**config.mk**
```make
export PLATFORM = sky130hd
export DESIGN_NAME = dram_rd_p2s_model_pc_edge_sync
export DESIGN_NICKNAME = d
export VERILOG_FILES = /design/src/rtl/dram_rd_p2s_model_pc_edge_sync.sv
export SDC_FILE = /design/constraint.sdc
export NUM_CORES = 1
export LEC_CHECK = 0
export ABC_AREA = 1
export CAP_MARGIN = 10
export CORE_AREA = 3 3 40 42
export CTS_BUF_LIST = sky130_fd_sc_hd__clkbuf_8 sky130_fd_sc_hd__clkbuf_16
export DETAILED_ROUTE_END_ITERATION = 16
export DIE_AREA = 0 0 43 45
export HOLD_SLACK_MARGIN = 0.15
export RECOVER_POWER = 50
export SLEW_MARGIN = 30
export SYNTH_ARGS = -nofsm -noshare
export SYNTH_HDL_FRONTEND = slang
export SYNTH_SLANG_ARGS = --single-unit
```
**constraint.sdc**
```tcl
create_clock -name clk_100m -period 0.8 [get_ports clk_100m]
set_input_delay 0.08 -clock clk_100m [delete_from_list [all_inputs] [get_ports clk_100m]]
set_output_delay 0.08 -clock clk_100m [all_outputs]
set_load 0.1 [all_outputs]
```
**src/rtl/dram_rd_p2s_model_pc_edge_sync.sv**
```systemverilog
// rtl/dram_rd_p2s_model_pc_edge_sync.sv - pc_data synchroniser and polarity-selectable shift-edge detector
module dram_rd_p2s_model_pc_edge_sync #(
    parameter int SYNC_STAGES = 2
) (
    input  logic       clk_100m,
    input  logic       rst,
    input  logic [2:0] pc_data,
    output logic       ld_n_s,
    output logic       ld_fall,
    output logic       shift_edge
);

    logic [SYNC_STAGES-1:0][2:0] sync_q;
    logic                        clk_prev;
    logic                        ld_prev;
    logic                        clk_s;
    logic                        inv_s;

    always_ff @(posedge clk_100m or posedge rst) begin
        if (rst) begin
            sync_q   <= '0;
            clk_prev <= 1'b0;
            ld_prev  <= 1'b0;
        end else begin
            sync_q   <= {sync_q[SYNC_STAGES-2:0], pc_data};
            clk_prev <= sync_q[SYNC_STAGES-1][0];
            ld_prev  <= sync_q[SYNC_STAGES-1][1];
        end
    end

    assign clk_s  = sync_q[SYNC_STAGES-1][0];
    assign inv_s  = sync_q[SYNC_STAGES-1][2];
    assign ld_n_s = sync_q[SYNC_STAGES-1][1];

    // Polarity only picks which raw-clock transition counts; toggling CLK_INV alone is never an edge
    assign shift_edge = inv_s ? (clk_prev & ~clk_s) : (~clk_prev & clk_s);

    // The LD# chain resets low, so leaving IDLE needs a genuine high-to-low transition
    assign ld_fall = ld_prev & ~ld_n_s;

endmodule

```
# Word-level counts from Yosys, hierarchy flattened
# Index checks and enable logic that the tools add are counted.
[word_totals]
output_inout_bits = 3
word_cells = 11
register_bits = 8
in_bits = 5
[classes]
muxes = 1
n_bitwise = 6
[ops]
columns = ["op", "n"]
rows = [
  ["$and A1 B1 Y1", 3],
  ["$not A1 Y1", 3],
  ["$mux W1", 1],
]

# Depth between registers and ports, before layout
[depth]
ltp_word = 3
depth_mapped = 3
depth_no_buf = 3

# Worst setup path before layout
# OpenSTA, ideal clock, no wires.
[synth_path]
path_kind = "register to output"
startpoint = "register sync_q (netlist bit ld_n_s)"
endpoint = "output ld_fall"
n_path_buf = 0
arrival_time_ns = 2.154
path_stages_with_launch = 2
t_required_ns = 0.720
path_slack_ns = -1.434
cell_sequence = "dfrtp_1 nor2_1"
[synth_between]
elab_chain_len = 2
[synth_lines]
columns = ["element", "line", "source"]
rows = [
  ["from (decl)", "13", "logic [SYNC_STAGES-1:0][2:0] sync_q;"],
  ["from (signal assigned)", "25", "sync_q <= {sync_q[SYNC_STAGES-2:0], pc_data};"],
  ["$not A1 Y1", "39", "assign ld_fall = ld_prev & ~ld_n_s;"],
  ["$and A1 B1 Y1", "39", ""],
  ["to (decl)", "9", "output logic ld_fall,"],
]
# No other way between the ends.

# Final worst setup path
[layout_path]
startpoint = "register sync_q (netlist bit inv_s)"
endpoint = "output shift_edge"
[layout_between]
elab_chain_len = 1
[layout_lines]
columns = ["element", "line", "source"]
rows = [
  ["$mux W1", "36", "assign shift_edge = inv_s ? (clk_prev & ~clk_s) : (~clk_prev & clk_s);"],
  ["to (decl)", "10", "output logic shift_edge"],
]
# No other way between the ends.

==> metrics.cfg <==
[run_status]
status = finished, violations left
violations = setup timing

[synth]
synthAdderAreaFrac = 0
synth_xor_area_frac = 0
synth_warnings = 0
syn_nets = 22
synthMuxAreaShare = 0
ys_async_sr_fraction = 1.00
ys_types = 5
synthSimpleGateAreaFrac = 0.0741
synth_edf_count = 0
synth_compound_area_frac = 0
yosys.area.top_type = dfrtp_1
syn_area_per_cell_sq_um = 13.9
synth_most_common_cell = dfrtp_1
synth_commonest_cells = dfrtp_1, inv_1, nand3_1
synth.cell_area_sq_um = 236
synth_seq_cells = 8
synth_top_family_by_area = buffers and inverters
synth_top_area_frac = 0.847
synth_seq_area_share = 0.847
syn_inst = 17
ys.flop_type = dfrtp_1
ys_top_cells_by_area = dfrtp_1, inv_1, nand3_1, nand2_1, nor2_1

[cells_and_area]
fillCellCount = 122
final_nets = 34
areaGrowthSynthToFinish_pct = 85.2
drive_above_1_share = 0.429
stdcell_count = 43
n_antenna_cell = 0

[drt]
num_vias = 142
wirelength_microns = 335
ant_nets = 0
drt_iter0_markers = 1
post-route-drc-count = 0
firstDrtPassIters = 2
wire_per_inst_microns = 7.79
viasPerCell = 3.30

[clocking]
cts_sinks = 8
cts-root-buf = clkbuf_8
clockBufferDepth = 2
clock_latency_ns = 0.23
post-cts-setup-buffers = 0
htree_levels = 1
cts_tree = done
numCtsBuffers = 3
path_clk_slew_ns = 0.04

[sta]
holdWs_ns = 0.225
min_period_ns = 1.13
setup_ws_ns = -0.334
max-slew-margin-rel = 0.814
max_freq_mhz = 882
worstMarginPinSlew_ns = 0.279
hold_viol = 0
slew_violations = 0
clock_skew_ns = 0.00400
setup-violations-final = 3
fin_crit_sh = 1.42
rsz0062_at_grt = true

[setup_path]
startpoint_type = register
required_ns = 0.72
crit_path_end_kind = output port
crit_path_max_fanout = 2
timing_worst_setup_path_type = register to output port
crit_arrival_ns = 1.05

[global_route]
overflow = 0
grt_use_met2 = 0.0599
grt_max_degree = 9
grt.busiest_layer = met4
grt_pass1_wl_microns = 565
grt_use_met1 = 0.0374
grt_util_met3 = 0.0279
grt_use_total = 0.0480
antenna_found_initial = 0
grt_pass1_vias = 151

[placement]
globalplace.congestion = 0.564
port_buffers = 7
place_inst = 39
dp_slack_ns = -0.105

[die]
rows = 13
die_y_microns = 45
core-area_sq_um = 1280
start_util = 0.184
io_pins = 8
die_x_microns = 43
die-area_sq_um = 1940

[power_and_ir_drop]
ir_drop_mv = 0.872
p_per_area_nw_per_um2 = 2450
p_leak_nw = 0.204

[min_path]
hp-class = primary input to asynchronous set/reset pin

[flow_run]
max_cap_viol_count = 0

-- routing by layer --
metal	vias up	part of all wire
met5	-	0
met4	0	0
met3	0	0.12
met2	8	0.51
met1	65	0.37
li1	69	-
-- registers in the layout, indices dropped and copies added (netlist names) --
register  flops
clk_prev      1
ld_n_s        1
clk_s         1
ld_prev       1
inv_s         1
sync_q        3
-- report_power, final --
| part | switching (mW) | leakage [nW] | internal, mW | total [mW] |
|---|---|---|---|---|
| Clock | 0.149 | 0.0269 | 0.331 | 0.480 |
| Sequential | 0.0131 | 0.0923 | 0.429 | 0.442 |
| Combinational | 0.0921 | 0.0843 | 0.0567 | 0.149 |
-- final cells by class --
cell class	instances	area, sq um	area share
multi-input cells	4	51.3	0.117
clock inverters	1	3.75	0.00857
well taps	15	18.8	0.0429
inverters	5	18.8	0.0429
clock buffers	3	41.3	0.0943
flip-flops and latches	8	204	0.466
repair buffers	7	100	0.229
-- cells by family (layout without fill, tap and decap cells) --
family	count (synthesis)	in the layout
buffers and inverters	5	16
and+or+nand+nor	4	4
DFF	8	8
-- path summary, 6_finish.rpt --
path | start | depth (start not counted) | to | slack, ns
setup / recovery | inv_s | 4 | shift_edge | -0.33
hold / removal | rst | 2 | sync_q[1] | 0.22
setup reg to reg | ld_n_s | 0 | ld_prev | 0.17
hold reg to reg | sync_q[0] | 0 | clk_s | 0.34
max in group asynchronous | rst | 2 | ld_n_s | 0.33
min in group clk_100m | sync_q[0] | 0 | clk_s | 0.34
-- worst max-delay path, stage by stage, from the launching register on --
cell     delay (ns)
dfrtp_1        0.38
inv_1          0.07
nand3_2        0.12
nand2_8        0.10
buf_12         0.16
-- placed cells by master, fill, tap and decap left out --
cell type,Yosys,final
dfrtp_1,8,7
inv_1,5,5
dlygate4sd3_1,0,4
clkbuf_8,0,3
buf_12,0,3
nand3_2,0,2
inv_2,0,1
nand2_8,0,1
nor2_4,0,1
dfrtp_4,0,1
-- through the flow --
step | cell area (sq um) | utilization | setup TNS [ns] | power [mW]
after CTS | 438 | 0.341 | -0.854 | 1.10
after detailed placement | 393 | 0.306 | -0.168 | 0.602
after floorplan | 274 | - | -0.426 | 0.537
after global routing | 438 | 0.341 | -0.895 | 1.12
after global placement | 393 | 0.306 | -0.142 | 0.598
final | 438 | 0.341 | -0.815 | 1.07
-- repair_timing --
item / CTS / global route
endpoints found under the setup margin: 3 / 3
resized for setup: 0 / 1
hold endpoints to repair: 8 / 8
Power figures use the tool's default switching activity.
